**config.mk**
```make
export PLATFORM = sky130hd
export DESIGN_NAME = hex_text_writer_flat
export DESIGN_NICKNAME = d
export VERILOG_FILES = /design/src/rtl/hex_text_writer_if.sv /design/src/rtl/hex_text_writer.sv /design/src/flat_wrapper.sv
export SDC_FILE = /design/constraint.sdc
export NUM_CORES = 1
export LEC_CHECK = 0
export CORE_MARGIN = 2
export CORE_UTILIZATION = 30
export CTS_CLUSTER_DIAMETER = 80
export DETAILED_ROUTE_END_ITERATION = 10
export GPL_TIMING_DRIVEN = 0
export PLACE_DENSITY = 0.57
export REMOVE_ABC_BUFFERS = 1
export SLEW_MARGIN = 40
export SYNTH_ARGS = -nofsm -noshare
export SYNTH_HDL_FRONTEND = slang
export SYNTH_SLANG_ARGS = --single-unit
```
**constraint.sdc**
```tcl
create_clock -name Clk -period 3.7 [get_ports Clk]
set_input_delay 0.37 -clock Clk [delete_from_list [all_inputs] [get_ports Clk]]
set_output_delay 0.37 -clock Clk [all_outputs]
set_load 0.05 [all_outputs]
```
**src/rtl/hex_text_writer_if.sv**
```systemverilog
// hex_text_writer_if: request port and character-buffer write port of hex_text_writer
interface hex_text_writer_if #(parameter int ADDR_W = 12);
  logic              req_valid;
  logic              req_ready;
  logic [1:0]        req_op;
  logic [4:0]        req_row;
  logic [6:0]        req_col;
  logic [31:0]       req_data;
  logic              buf_we;
  logic [ADDR_W-1:0] buf_addr;
  logic [7:0]        buf_wdata;
  logic              busy;
  logic              done;
  logic              err;
  modport slave (
    input  req_valid, req_op, req_row, req_col, req_data,
    output req_ready, buf_we, buf_addr, buf_wdata, busy, done, err
  );
  modport master (
    output req_valid, req_op, req_row, req_col, req_data,
    input  req_ready, buf_we, buf_addr, buf_wdata, busy, done, err
  );
endinterface

```
**src/rtl/hex_text_writer.sv**
```systemverilog
// hex_text_writer: writes hex words, single chars or a full clear into the VGA character buffer
module hex_text_writer #(
  parameter int COLS   = 80,
  parameter int ROWS   = 30,
  parameter int ADDR_W = 12
) (
  input logic              Clk,
  input logic              Reset_n,
  hex_text_writer_if.slave bus
);
  localparam int CELLS = COLS * ROWS;
  localparam int CW    = $clog2(CELLS + 1);
  typedef enum logic {IDLE, EMIT} state_t;
  state_t            state_q, state_d;
  logic [1:0]        op_q, op_d;
  logic [31:0]       data_q, data_d;
  logic [4:0]        row_q, row_d;
  logic [6:0]        col_q, col_d;
  logic [CW-1:0]     cnt_q, cnt_d;
  logic              ready_q, ready_d;
  logic              we_q, we_d;
  logic [ADDR_W-1:0] addr_q, addr_d;
  logic [7:0]        wdata_q, wdata_d;
  logic              done_q, done_d;
  logic              rej_q, rej_d;
  logic              err_q, err_d;
  logic              accept, clr, req_ok, col_end, row_end;
  logic [CW-1:0]     n_w;
  logic [3:0]        nib;
  logic [7:0]        hex_ch, char_w;
  logic [ADDR_W-1:0] cur_addr;
  assign accept   = bus.req_valid && ready_q;
  assign clr      = bus.req_op == 2'b10;
  assign req_ok   = clr || (bus.req_op != 2'b11 && 32'(bus.req_row) < ROWS && 32'(bus.req_col) < COLS);
  assign n_w      = op_q == 2'b00 ? CW'(10) : op_q == 2'b01 ? CW'(1) : CW'(CELLS);
  assign nib      = data_q[31:28];
  assign hex_ch   = nib <= 4'd9 ? 8'h30 + {4'h0, nib} : 8'h57 + {4'h0, nib};
  assign char_w   = op_q == 2'b01 ? data_q[7:0] : op_q == 2'b10 ? 8'h20 :
                    cnt_q == '0 ? 8'h30 : cnt_q == CW'(1) ? 8'h78 : hex_ch;
  assign col_end  = 32'(col_q) == COLS - 1;
  assign row_end  = 32'(row_q) == ROWS - 1;
  assign cur_addr = ADDR_W'(32'(row_q) * COLS + 32'(col_q));
  // next state: accept/reject in IDLE, one character per cycle in EMIT, done after the last
  always_comb begin
    state_d = state_q;
    op_d    = op_q;
    data_d  = data_q;
    row_d   = row_q;
    col_d   = col_q;
    cnt_d   = cnt_q;
    we_d    = 1'b0;
    addr_d  = addr_q;
    wdata_d = wdata_q;
    done_d  = 1'b0;
    rej_d   = 1'b0;
    err_d   = rej_q;
    if (state_q == IDLE) begin
      if (accept && req_ok) begin
        state_d = EMIT;
        op_d    = bus.req_op;
        data_d  = bus.req_data;
        row_d   = clr ? '0 : bus.req_row;
        col_d   = clr ? '0 : bus.req_col;
        cnt_d   = '0;
      end
      rej_d = accept && !req_ok;
    end else if (cnt_q == n_w) begin
      state_d = IDLE;
      done_d  = 1'b1;
    end else begin
      we_d    = 1'b1;
      addr_d  = cur_addr;
      wdata_d = char_w;
      cnt_d   = cnt_q + CW'(1);
      data_d  = (op_q == 2'b00 && cnt_q >= CW'(2)) ? {data_q[27:0], 4'h0} : data_q;
      col_d   = col_end ? '0 : col_q + 7'd1;
      row_d   = !col_end ? row_q : row_end ? '0 : row_q + 5'd1;
    end
    ready_d = state_d == IDLE;
  end
  // state and registered outputs; reset abandons any sequence in flight
  always_ff @(posedge Clk or negedge Reset_n) begin
    if (!Reset_n) begin
      state_q <= IDLE;
      op_q    <= '0;
      data_q  <= '0;
      row_q   <= '0;
      col_q   <= '0;
      cnt_q   <= '0;
      ready_q <= 1'b0;
      we_q    <= 1'b0;
      addr_q  <= '0;
      wdata_q <= '0;
      done_q  <= 1'b0;
      rej_q   <= 1'b0;
      err_q   <= 1'b0;
    end else begin
      state_q <= state_d;
      op_q    <= op_d;
      data_q  <= data_d;
      row_q   <= row_d;
      col_q   <= col_d;
      cnt_q   <= cnt_d;
      ready_q <= ready_d;
      we_q    <= we_d;
      addr_q  <= addr_d;
      wdata_q <= wdata_d;
      done_q  <= done_d;
      rej_q   <= rej_d;
      err_q   <= err_d;
    end
  end
  assign bus.req_ready = ready_q;
  assign bus.buf_we    = we_q;
  assign bus.buf_addr  = addr_q;
  assign bus.buf_wdata = wdata_q;
  assign bus.busy      = state_q == EMIT;
  assign bus.done      = done_q;
  assign bus.err       = err_q;
endmodule
```
**src/flat_wrapper.sv**
```systemverilog
// flat-port wrapper written by rule: the top's interface ports become plain ports
module hex_text_writer_flat 
#(
  parameter int COLS   = 80,
  parameter int ROWS   = 30,
  parameter int ADDR_W = 12
)
  (Clk, Reset_n, bus_req_valid, bus_req_op, bus_req_row, bus_req_col, bus_req_data, bus_req_ready, bus_buf_we, bus_buf_addr, bus_buf_wdata, bus_busy, bus_done, bus_err);
  hex_text_writer_if #(.ADDR_W(ADDR_W)) bus_i ();
  input logic Clk;
  input logic Reset_n;
  input wire logic [$bits(bus_i.req_valid)-1:0] bus_req_valid;
  input wire logic [$bits(bus_i.req_op)-1:0] bus_req_op;
  input wire logic [$bits(bus_i.req_row)-1:0] bus_req_row;
  input wire logic [$bits(bus_i.req_col)-1:0] bus_req_col;
  input wire logic [$bits(bus_i.req_data)-1:0] bus_req_data;
  output wire logic [$bits(bus_i.req_ready)-1:0] bus_req_ready;
  output wire logic [$bits(bus_i.buf_we)-1:0] bus_buf_we;
  output wire logic [$bits(bus_i.buf_addr)-1:0] bus_buf_addr;
  output wire logic [$bits(bus_i.buf_wdata)-1:0] bus_buf_wdata;
  output wire logic [$bits(bus_i.busy)-1:0] bus_busy;
  output wire logic [$bits(bus_i.done)-1:0] bus_done;
  output wire logic [$bits(bus_i.err)-1:0] bus_err;
  assign bus_i.req_valid = bus_req_valid;
  assign bus_i.req_op = bus_req_op;
  assign bus_i.req_row = bus_req_row;
  assign bus_i.req_col = bus_req_col;
  assign bus_i.req_data = bus_req_data;
  assign bus_req_ready = bus_i.req_ready;
  assign bus_buf_we = bus_i.buf_we;
  assign bus_buf_addr = bus_i.buf_addr;
  assign bus_buf_wdata = bus_i.buf_wdata;
  assign bus_busy = bus_i.busy;
  assign bus_done = bus_i.done;
  assign bus_err = bus_i.err;
  hex_text_writer #(.COLS(COLS), .ROWS(ROWS), .ADDR_W(ADDR_W)) u_core (.Clk(Clk), .Reset_n(Reset_n), .bus(bus_i));
endmodule
```
* Word level (Yosys, flattened, before mapping)
Cells that the tools add are included.
** Storage, ports and cells
- Bits in latches :: 0
- Logic and storage cells :: 86
- Input bits :: 49
- Bits in read-only memories :: 0
- Memory bits (writable) :: 0
- Memories kept :: 0
- Output and inout port bits :: 25
- Register bits :: 84
** Cells by class
- Add/subtract/negate cells :: 6
- Bitwise operators :: 3
- $lt $le $gt $ge :: 4
- Shift-type cells :: 0
- $mul :: 1
- Divide/modulo/power cells :: 0
- Muxes and demuxes :: 32
- Equal/unequal tests :: 11
- Reduce and logical (&&, ||, !) cells :: 16
** Operators with widths (number)
- 2-to-1 mux 32 bit :: 4
- 2-to-1 mux 12 bit :: 5
- 2-to-1 mux 8 bit :: 5
- 2-to-1 mux 7 bit :: 5
- 2-to-1 mux 5 bit :: 6
- adder 12 x 1 -> 12 bit, second input constant :: 1
- adder 12 x 7 -> 12 bit :: 1
- == test 12 x 1 -> 1 bit, second input constant :: 1
- == test 12 bit :: 1
- >= comparator 12 x 2 -> 1 bit, second input constant :: 1
- logical NOT 12 bit :: 1
- adder 7 x 4 -> 8 bit, first input constant :: 1
- multiplier 5 x 3 -> 8 bit, second input constant :: 1
- != test 2 bit, second input constant :: 4
- adder 6 x 4 -> 7 bit, first input constant :: 1
- adder 7 x 1 -> 7 bit, second input constant :: 1
- == test 7 bit, second input constant :: 1
- less-than comparator 7 bit, second input constant :: 1
- 2-to-1 mux 1 bit :: 7
- logical AND 1 bit :: 6
- AND reduction 2 bit :: 3
- AND reduction 3 bit :: 2
- adder 5 x 1 -> 5 bit, second input constant :: 1
- == test 5 bit, second input constant :: 1
- 9 further kinds :: 12

* Logic depth before layout (Yosys ltp)
- Depth after elaboration :: 8
- Depth in mapped cells :: 9
- Depth with buffers taken out :: 7

* Worst setup path after synthesis
OpenSTA, ideal clock, no wires.
- Kind :: reg-to-reg
- From :: register u_core.ready_q, in the netlist u_core.bus.req_ready
- To :: register u_core.data_q[10]
- Arrival time :: 2.367 ns
- Library setup time :: 0.125 ns
- Stages on the path, launching flop included :: 8
- Period minus slack after synthesis :: 2.491 ns
- Path slack :: 1.209 ns
- Buffers on the path :: 2
- Data required time :: 3.575 ns
- Cells stage by stage :: dfrtp_1 > nand2_1 > nor2_1 > o21a_1 > clkbuf_1 > a2bb2oi_1 > buf_2 > mux2_2
** On the way
- Word-level cells in the longest chain between the ends :: 4
** RTL lines
- from (decl) :: RTL line hex_text_writer.sv:20 : logic ready_q, ready_d;
- from (signal assigned) :: RTL line hex_text_writer.sv:104 : ready_q <= ready_d;
- logical AND 1 bit :: RTL line hex_text_writer.sv:32 : assign accept = bus.req_valid && ready_q;
- logical AND 1 bit :: RTL line hex_text_writer.sv:58 : if (accept && req_ok) begin
- nonzero test 2 bit (no line)
- AND reduction 3 bit (no line)
- to (signal assigned) :: RTL line hex_text_writer.sv:100 : data_q <= data_d;
- to (decl) :: RTL line hex_text_writer.sv:16 : logic [31:0] data_q, data_d;
Every way passes these cells.
A chain may end at the register's enable or synchronous reset.

* Final worst setup path
- From :: register u_core.op_q[0]
- To :: register u_core.col_q[0]
** On the way
- Word-level cells in the longest chain between the ends :: 6
- Elaborated cells on any way between the ends :: 7
- Those cells by class :: eq/ne (3); mux (2); reduce/logical (2)
** RTL lines
- from (decl) :: RTL line hex_text_writer.sv:15 : logic [1:0] op_q, op_d;
- from (signal assigned) :: RTL line hex_text_writer.sv:99 : op_q <= op_d;
- == test 2 x 1 -> 1 bit :: RTL line hex_text_writer.sv:35 : assign n_w = op_q == 2'b00 ? CW'(10) : op_q == 2'b01 ? CW'(1) : CW'(CELLS);
- 2-to-1 mux 12 bit :: RTL line hex_text_writer.sv:35
- 2-to-1 mux 12 bit (*) :: RTL line hex_text_writer.sv:35
- == test 12 bit (*) :: RTL line hex_text_writer.sv:67 : end else if (cnt_q == n_w) begin
- != test 2 bit (no line) (*)
- AND reduction 2 bit (no line) (*)
- to (signal assigned) :: RTL line hex_text_writer.sv:102 : col_q <= col_d;
- to (decl) :: RTL line hex_text_writer.sv:18 : logic [6:0] col_q, col_d;
Mark *: on every way between the ends. The rest lies on a longest branch, timed or not.

==> results.sh <==
export IMPL_status="finished clean"
export IMPL_path_max_fanout=18
export IMPL_postSynthAreaPerCell_um2=10.7
export IMPL_rsz0062_at_grt="false"
export IMPL_syn_area_um2=4560
export IMPL_fp_dieW_um=127
export IMPL_remaining_drc_errors=0
export IMPL_synth_edf_count=0
export IMPL_via_per_inst=4.96
export IMPL_finalInstanceArea_um2=5890
export IMPL_netlist_instances=427
export IMPL_power_density_nw_per_um2=933
export IMPL_yosysMostFrequentCell="dfrtp_1"
export IMPL_grt_pass1_vias=3560
export IMPL_start_util_pct=30.3
export IMPL_clk_pin_slew_ns=0.06
export IMPL_skew_ns=0.00507
export IMPL_slowest_delay_ns=0.59
export IMPL_rrSetupSlack_ns=0.57
export IMPL_required_ns=3.92
export IMPL_synth_area_leaders="dfrtp_1, mux2_2, ha_1, nand2_1, o21ai_0"
export IMPL_via_count=3430
export IMPL_postCtsSetupBuffers=0
export IMPL_clk_path_buf_depth=2
export IMPL_relSlewSlack_pct=50.1
export IMPL_ant_nets=0
export IMPL_overflow=0
export IMPL_critPathCaptureType="flip-flop"
export IMPL_drive_gt1_share_pct=16.7
export IMPL_post_route_period_util_pct=84.7
export IMPL_cap_violations=0
export IMPL_hp_class="reg2reg"
export IMPL_cts_sinks=84
export IMPL_io_pins=74
export IMPL_synth_top_area_share_pct=46.1
export IMPL_wl_per_cell_um=15.4
export IMPL_cts_root_buf="clkbuf_16"
export IMPL_post_cts_resized=0
export IMPL_htree_levels=3
export IMPL_grt_first_pass_wirelength_mm=18.1
export IMPL_arrival_ns=3.35
export IMPL_clock_latency_ns=0.34
export IMPL_ys_ff_latch=84
export IMPL_die_area_um2=16200
export IMPL_timing_final_ws_setup_ns=0.566
export IMPL_synth_cell_types=57
export IMPL_final_max_slew_viol_count=0
export IMPL_drt_iter0_markers=161
export IMPL_yosysWarnings=0
export IMPL_setup_viol=0
export IMPL_cts_hold_buf=1
export IMPL_synth_top_area_cell="dfrtp_1"
export IMPL_die_h_um=127
export IMPL_vdd_drop_max_mv=0.411
export IMPL_p_leak_nw=2.59
export IMPL_fmax_mhz=319
export IMPL_coreArea_um2=15000
export IMPL_antenna_found_initial=0
export IMPL_port_buffers=73
export IMPL_n_antenna_cell=0
export IMPL_critPathLaunchType="flip-flop"
export IMPL_critical_path_class="reg2reg"
export IMPL_num_rows=45
export IMPL_post_route_min_period_ns=3.13
export IMPL_crit_chain="nor2b_1 -> xnor2_1 -> o41ai_4 -> buf_4 -> buf_4 -> inv_4 -> nor2_8 -> inv_4 -> mux2_4"
export IMPL_post_dp_cell_area_um2=5590
export IMPL_cts_made_buffers=9
export IMPL_synth_ff_type="dfrtp_1"
export IMPL_gp_congestion=0.814
export IMPL_hold_viol_final=0
export IMPL_nets=570
export IMPL_grtUsageTotal_pct=14.0
export IMPL_fin_util_pct=39.2
export IMPL_worst_pin_slew_ns=0.745
export IMPL_ys_async_sr_fraction_pct=100
export IMPL_area_delta_synth_final_pct=29.2
export IMPL_post_dp_hpwl_mm=7.85
export IMPL_cp_slowest_cell="nor2b_1"
export IMPL_synth_common_cells="dfrtp_1, nand2_1, mux2_2, o21ai_0, ha_1"
export IMPL_cts_tree="done"
export IMPL_grt_max_degree=46
export IMPL_fill_cells=1475
export IMPL_wl_mm=10.6
export IMPL_yosysSeqAreaShare_pct=46.1
export IMPL_firstDrtPassIters=5
export IMPL_place_ws_ns=0.502
[per-layer routing]
layer	track usage (%)	vias up	share of wire, %
li1	-	1679	-
met1	18.4	1660	45
met2	22.7	83	47
met3	5.23	8	6.4
met4	2.00	0	0.66
met5	0	-	0
[worst max-delay path, delay by kind of cell, from the launching register on]
kind                      cells  cell delay [ns]
and+or+nand+nor               2             0.76
xor gates and xnor gates      1             0.27
DFF                           1             0.51
muxes                         1             0.30
buffers and inverters         4             0.66
AOI/OAI and AO/OA             1             0.51
[cells by family (layout without fill, tap and decap cells)]
family / Yosys count / in the layout / synth area share, %
buf+inv: 36 / 113 / 3.18
mux: 65 / 65 / 16.1
simple gates: 120 / 120 / 13.0
xor+xnor: 16 / 16 / 3.07
fa+ha+maj: 20 / 20 / 5.82
compound gates: 86 / 86 / 12.7
flops: 84 / 84 / 46.1
[sequential cells by signal, summed over array words and instances, names as in the netlist]
signal / cells
u_core.bus.buf_addr: 12
u_core.bus.buf_wdata: 8
u_core.bus.buf_we: 1
u_core.bus.busy: 1
u_core.bus.done: 1
u_core.bus.err: 1
u_core.bus.req_ready: 1
u_core.cnt_q: 12
u_core.col_q: 7
u_core.data_q: 32
u_core.err_d: 1
u_core.op_q: 2
u_core.row_q: 5
[cells in the final DEF (no fill, tap or decap), types with 3 or more instances in the layout]
| cell type | count |
|---|---|
| nor2b_1 | 4 |
| inv_1 | 16 |
| and3_1 | 6 |
| nor4_1 | 4 |
| dfrtp_1 | 83 |
| mux2i_1 | 11 |
| mux2_2 | 50 |
| o22ai_1 | 3 |
| nor3_1 | 4 |
| nand2b_1 | 5 |
| a21oi_1 | 12 |
| nand3_1 | 12 |
| clkdlybuf4s50_1 | 72 |
| a22o_1 | 3 |
| a22oi_1 | 4 |
| nand4_1 | 4 |
| o21ai_0 | 29 |
| buf_4 | 3 |
| xor2_1 | 5 |
| o31ai_1 | 3 |
| nor2_1 | 16 |
| nand2_1 | 53 |
| ha_1 | 18 |
| a32oi_1 | 4 |
| clkbuf_16 | 9 |
| mux2_4 | 4 |
| xnor2_1 | 11 |
| a21o_1 | 4 |
[cell type report]
type / instances / area, um2 / share of cell area, %
clock inverter: 2 / 35.0 / 0.595
clock buffer: 12 / 256 / 4.35
multi-input combinational: 307 / 2330 / 39.6
inverter: 18 / 72.6 / 1.23
tap: 188 / 235 / 3.99
timing repair buffer: 81 / 855 / 14.5
sequential: 84 / 2110 / 35.7
[metrics by stage]
| step | total power, mW | hold slack (ns) | setup TNS, ns | instances |
|---|---|---|---|---|
| CTS | 5.57 | 0.402 | 0 | 692 |
| detailed placement | 4.63 | 0.303 | 0 | 677 |
| finish | 5.49 | 0.389 | 0 | 692 |
| global route | 5.95 | 0.398 | 0 | 692 |
| floorplan | 3.74 | 0.0744 | -21.41 | 409 |
| global placement | 4.45 | 0.384 | -138.12 | 670 |
[where the power goes]
| group | leakage (nW) | switching (mW) | internal (mW) |
|---|---|---|---|
| combinational | 1.40 | 1.50 | 1.35 |
| clock | 0.145 | 0.348 | 0.551 |
| sequential | 1.05 | 0.419 | 1.34 |
| total | 2.59 | 2.26 | 3.23 |
[worst paths after layout]
path                           startpoint               to  cells after the start
max                        u_core.op_q[0]  u_core.col_q[0]                      9
min in group asynchronous         Reset_n   u_core.bus.err                      2
max in group asynchronous         Reset_n  u_core.bus.busy                      3
min                          u_core.err_d   u_core.bus.err                      0
max reg2reg                u_core.op_q[0]  u_core.col_q[0]                      9
min reg2reg                  u_core.err_d   u_core.bus.err                      0
No activity file was read; power rests on OpenSTA's default activity.
==> RTL edit 1: new RTL, same settings <==
`ROWS` is set to 30 in 2 places; all go to 60.
--- a/src/rtl/hex_text_writer.sv
+++ b/src/rtl/hex_text_writer.sv
@@ -3,3 +3,3 @@
   parameter int COLS   = 80,
-  parameter int ROWS   = 30,
+  parameter int ROWS   = 60,
   parameter int ADDR_W = 12
--- a/src/flat_wrapper.sv
+++ b/src/flat_wrapper.sv
@@ -4,3 +4,3 @@
   parameter int COLS   = 80,
-  parameter int ROWS   = 30,
+  parameter int ROWS   = 60,
   parameter int ADDR_W = 12
Behaviour: not the same (Yosys sat finds a counterexample within 4 cycles, from zero or initial values and one cycle with Reset_n low).
==> RTL edit 1 against the original RTL <==
Count of clock-buffer cells in the layout down 1. Power is 0.81% higher. Final area is 2.5% higher. Sequential cell count up 1. Worst hold slack worse by 0.042 ns. Wire length rose by 8.2%. Synthesized area up 5.0%. Worst setup slack better by 0.022 ns. Critical path type unchanged. Largest power group unchanged. Highest routed layer unchanged.
==> RTL edit 1: results (changes against the original RTL) <==
- Result of the run: finished, final reports clean
- Met1 demand-to-capacity share in global routing: 0.1940 (+0.01029)
- Clk tree area frac: 0.04682 (-0.002660)
- Met3 usage: 0.03936 (-0.01298)
- Via count of the first global-routing pass: 3747 (+5.3%)
- Fillcell total: 1540 (+4.4%)
- First drt pass iteration count: 4 (-1)
- Worst slew margin relative to its limit: 0.5323 (+0.03102)
- Internal: 3216 uW (-0.50%)
- Library cells used by synthesis: 61 (+7.0%)
- Count of non-CTS inverters in the layout: 19 (+1)
- Post-synthesis sequential area ratio: 0.4444 (-0.01659)
- Largest net degree at the start of global routing: 52 (+13%)
- Wl on met1: 5351 um (+10%)
- Worst path arrival time: 3.33 ns (-0.02 ns)
- Layout cells sized above 1: 0.1527 (-0.01399)
- Top cells by area, synth: dfrtp_1 44%, mux2_2 8.0%, mux2_4 5.6%
- # Taps: 216 (+15%)
- Reg2Reg Depth: 7 (-2)
- Largest stage delay on the critical path: 0.62 ns (+0.03 ns)
- Weighted congestion reported at the end of routability-driven placement: 0.8502 (+4.4%)
- Family with the most delay on the worst path: compound AO/OA/AOI/OAI gates
- Synth-to-layout area growth: 26.20%
- Cell type of the slowest stage on the worst timing path: dfrtp_1
- Fin Clk Skew: 0.007214 ns (+0.002140 ns)
- Mux share of post-synthesis cell area: 0.1574 (-0.003427)
- Proportion of cell area occupied by registers: 0.3528 (-0.004594)
- Adder-Cell Fraction of Synth Area: 0.05281 (-0.005367)
- DPL Wire Length: 8009 um (+2.0%)
- Overall Global Routing Usage: 0.1449 (+0.004754)
- Sinks on the clock net: 85 (+1.2%)
- Most instantiated cells after synthesis: 85 x dfrtp_1, 55 x nand2_1, 34 x mux2_2, 33 x o21ai_0, 22 x nand3_1
- Post-Place Setup Slack: 0.5827 ns (+0.08030 ns)
- Routed wire length on met2: 5497 um (+8.7%)
- Post-route worst setup slack: 0.5878 ns (+0.02156 ns)
- Routed vias: 3665 (+6.9%)
- DRC violation total after the first TritonRoute iteration: 226 (+40%)
- Fraction of synthesized cell area in xor and xnor cells: 0.02928 (-0.001454)
## RTL edit 1: through the flow
step | hold slack (ns) | std cells
global placement | 0.3344 | 721
floorplan | 0.07441 | 432
global route | 0.3577 | 740
detailed placement | 0.3358 | 724
finish | 0.3467 | 740
CTS | 0.3502 | 740
## RTL edit 1: how the worst min path moves through the flow
stage	start	endpoint	cells past startpoint
global placement	u_core.err_d	u_core.bus.err	0
global route	u_core.err_d	u_core.bus.err	0
CTS	u_core.err_d	u_core.bus.err	0
finish	u_core.err_d	u_core.bus.err	0
floorplan	Reset_n	u_core.bus.buf_addr[0]	0
detailed placement	Reset_n	u_core.bus.buf_addr[9]	1
## RTL edit 1: kinds of logic (layout without fill, tap and decap cells)
kind of cell,after synthesis,count (layout)
multiplexers,62,62
adder cells (fa/ha/maj),19,19
flip-flops,85,85
XOR/XNOR,16,16
AND/OR/NAND/NOR,137,137
AO/OA/AOI/OAI,94,94
buffers and inverters,43,111
==> RTL edit 2: new RTL, same flow settings <==
Without the edit above. Take the reset off `data_q`, `addr_q` and `wdata_q` and load them in a clocked block of their own.
--- a/src/rtl/hex_text_writer.sv
+++ b/src/rtl/hex_text_writer.sv
@@ -85,3 +85,2 @@
       op_q    <= '0;
-      data_q  <= '0;
       row_q   <= '0;
@@ -91,4 +90,2 @@
       we_q    <= 1'b0;
-      addr_q  <= '0;
-      wdata_q <= '0;
       done_q  <= 1'b0;
@@ -99,3 +96,2 @@
       op_q    <= op_d;
-      data_q  <= data_d;
       row_q   <= row_d;
@@ -105,4 +101,2 @@
       we_q    <= we_d;
-      addr_q  <= addr_d;
-      wdata_q <= wdata_d;
       done_q  <= done_d;
@@ -111,2 +105,8 @@
     end
+  end
+
+  always_ff @(posedge Clk) begin
+    data_q  <= data_d;
+    addr_q  <= addr_d;
+    wdata_q <= wdata_d;
   end
Formal check against the unedited RTL: differs if Reset_n is asserted again (counterexample within 4 cycles, from zero or initial values and one cycle with Reset_n low); with Reset_n held inactive, the same outputs for 4 cycles.
==> RTL edit 2 against the original RTL <==
Final area fell by 3.6%. Clock power shrank 2%. Sequential cell count unchanged. Combinational power decreased by 41%. Worst setup slack got worse by 0.34 ns. First-iteration DRC count is 5.6% lower. Critical endpoint is now u_core.data_q[30]. Wire length down 10%. Largest power group is now sequential cells. Clock skew grew 0.0030 ns. Power shrank 21%. Synthesized area is 3.7% lower. Die area decreased by 3.6%.
==> RTL edit 2: results (changes against the original RTL) <==
- VDD IR max: 0.2839 mV (-31%)
- Fin Clk Skew: 0.008086 ns (+0.003013 ns)
- Met1 demand-to-capacity share in global routing: 0.1544 (-0.02926)
- Cell Area, Placed: 0.005370 mm2 (-3.9%)
- Via count of the first global-routing pass: 3254 (-8.6%)
- Top cells by area, synth: edfxtp_1 36%, dfrtp_1 18%, mux2_2 7.2%
- DPL Wire Length: 6773 um (-14%)
- Max FFs per register: 32 (unchanged)
- Layout cells sized above 1: 0.1280 (-0.03863)
- Classification of the worst-slack hold path: register to register
- Library cells used by synthesis: 59 (+3.5%)
- Final Net Count: 517 (-9.3%)
- Register containing the most flip-flops in the final layout: u_core.data_q
- Warnings from Yosys: 0 (unchanged)
- CTS max path bufs: 2 (unchanged)
- Later-pin clock latency in the skew report: 0.34 ns (about the same)
- Post-synthesis sequential area ratio: 0.5382 (+0.07717)
- Adder-Cell Fraction of Synth Area: 0.06043 (+0.002255)
- Worst slew pin tran: 0.7088 ns (-0.03655 ns)
- Largest stage delay on the critical path: 0.67 ns (+0.08 ns)
- Number of buffers added for setup after CTS: 0 (unchanged)
- First drt pass iteration count: 4 (-1)
- Met2 Usage GRT: 0.2202 (-0.006929)
- Overall Global Routing Usage: 0.1284 (-0.01176)
- Cell type of the slowest stage on the worst timing path: a221oi_4
- DRC violation total after the first TritonRoute iteration: 152 (-5.6%)
- Weighted congestion reported at the end of routability-driven placement: 0.7934 (-2.6%)
- Worst path arrival time: 3.57 ns (+0.22 ns)
- Family with the most delay on the worst path: simple AND/OR/NAND/NOR gates
- Leakage power total: 0.002286 uW (-12%)
- Result of the run: finished, final reports clean
- EDFF count, synth: 52 (+52)
- Routed wire length on met2: 4831 um (-4.4%)
- Fraction of synthesized cell area in xor and xnor cells: 0.02195 (-0.008786)
- Met3 routed wirelength: 304 um (-55%)
- Via density per instance: 4.936 (-0.42%)
- Wire length of the first global-routing pass: 16000 um (-12%)
- Top FF cell, synth: edfxtp_1
- Most instantiated cells after synthesis: 52 x edfxtp_1, 32 x dfrtp_1, 31 x nand2_1, 28 x mux2_2, 18 x ha_1
- Switching share of power: 0.3603 (-0.05152)
- Met3 usage: 0.03509 (-0.01726)
- CTS H-tree lvls: 3 (unchanged)
- Largest net degree at the start of global routing: 38 (-17%)
- Max FO, Critical Path: 37 (+19)
- Average routed wire per standard cell: 15.00 um (-2.5%)
- Wl on met1: 4259 um (-12%)
- Complex-gate fraction of the synthesized area: 0.1237 (-0.003341)
- Master cell of the clock root buffer: clkbuf_16
- Mux share of post-synthesis cell area: 0.08153 (-0.07928)
- Async set-or-reset flop fraction in the synthesized netlist: 0.3810 (-0.6190)
- TritonCTS Buffers: 9 (unchanged)
[RTL edit 2: cell count changes after synthesis, moves of 6 or more]
cell / before / now
a211o_1: 1 / 7
o21ai_0: 29 / 17
mux2i_1: 11 / 2
mux2_2: 50 / 28
edfxtp_1: 0 / 52
dfrtp_1: 84 / 32
nor2b_1: 4 / 10
nor3_1: 4 / 12
nand2_1: 53 / 31
inv_1: 16 / 9
[RTL edit 2: power groups by stage]
stage | Combinational [uW] | Clock [uW] | Sequential (uW)
2_1_floorplan | 848 | 0 | 2090
3_3_place_gp | 1580 | 0 | 1820
3_5_place_dp | 1660 | 0 | 1820
4_1_cts | 1680 | 913 | 1810
5_1_grt | 1830 | 961 | 1870
6_report | 1670 | 884 | 1810
[RTL edit 2: metrics by stage]
step | util | cells | setup WS [ns] | TNS (ns) | power (uW)
2_1_floorplan | - | 359 | -1.562 | -49.98 | 2940
3_3_place_gp | 0.3653 | 616 | -3.290 | -137.44 | 3403
3_5_place_dp | 0.3723 | 620 | -0.0003257 | -0.001444 | 3489
4_1_cts | 0.3934 | 637 | 0.1635 | 0 | 4405
5_1_grt | 0.3937 | 637 | 0.003179 | 0 | 4655
6_report | 0.3937 | 637 | 0.2279 | 0 | 4365
[RTL edit 2: worst paths after layout]
| path | start | end | slack, ns | depth (start not counted) |
|---|---|---|---|---|
| worst max-delay path | u_core.cnt_q[4] | u_core.data_q[30] | 0.23 | 8 |
| worst min-delay path | u_core.err_d | u_core.bus.err | 0.35 | 0 |
| worst max register to register | u_core.cnt_q[4] | u_core.data_q[30] | 0.23 | 8 |
| worst min register to register | u_core.err_d | u_core.bus.err | 0.35 | 0 |
| max in group asynchronous | Reset_n | u_core.bus.busy | 2.79 | 3 |
| min in group asynchronous | Reset_n | u_core.cnt_q[5] | 0.48 | 2 |
[RTL edit 2: layout make-up]
class / count / area [um2]
clock inverters: 2 / 37.54
inverters: 12 / 47.55
multi-input cells: 263 / 1931
well taps: 184 / 230.2
fillers: 1406 / 8745
flip-flops and latches: 84 / 2366
clock buffers: 14 / 254.0
repair buffers: 78 / 813.3
[RTL edit 2: logic make-up after synthesis]
logic type,Yosys count
AND/OR/NAND/NOR,122
AO/OA/AOI/OAI,78
multiplexers,32
buffers and inverters,30
flip-flops,84
XOR/XNOR,11
adder cells (fa/ha/maj),20
[RTL edit 2: timing repair]
| item | in CTS | in global routing |
|---|---|---|
| gates resized for setup | 1 | 0 |
| hold endpoints to repair | 12 | 0 |
| hold buffers | 1 | 0 |
| endpoints found under the setup margin | 15 | 0 |
[RTL edit 2: worst reg2reg max path, delay by kind of cell, from the launching register on]
kind                   cells  cell delay (ns)
and+or+nand+nor            3             1.33
AOI/OAI and AO/OA          2             0.75
buffers and inverters      3             0.72
DFF                        1             0.43
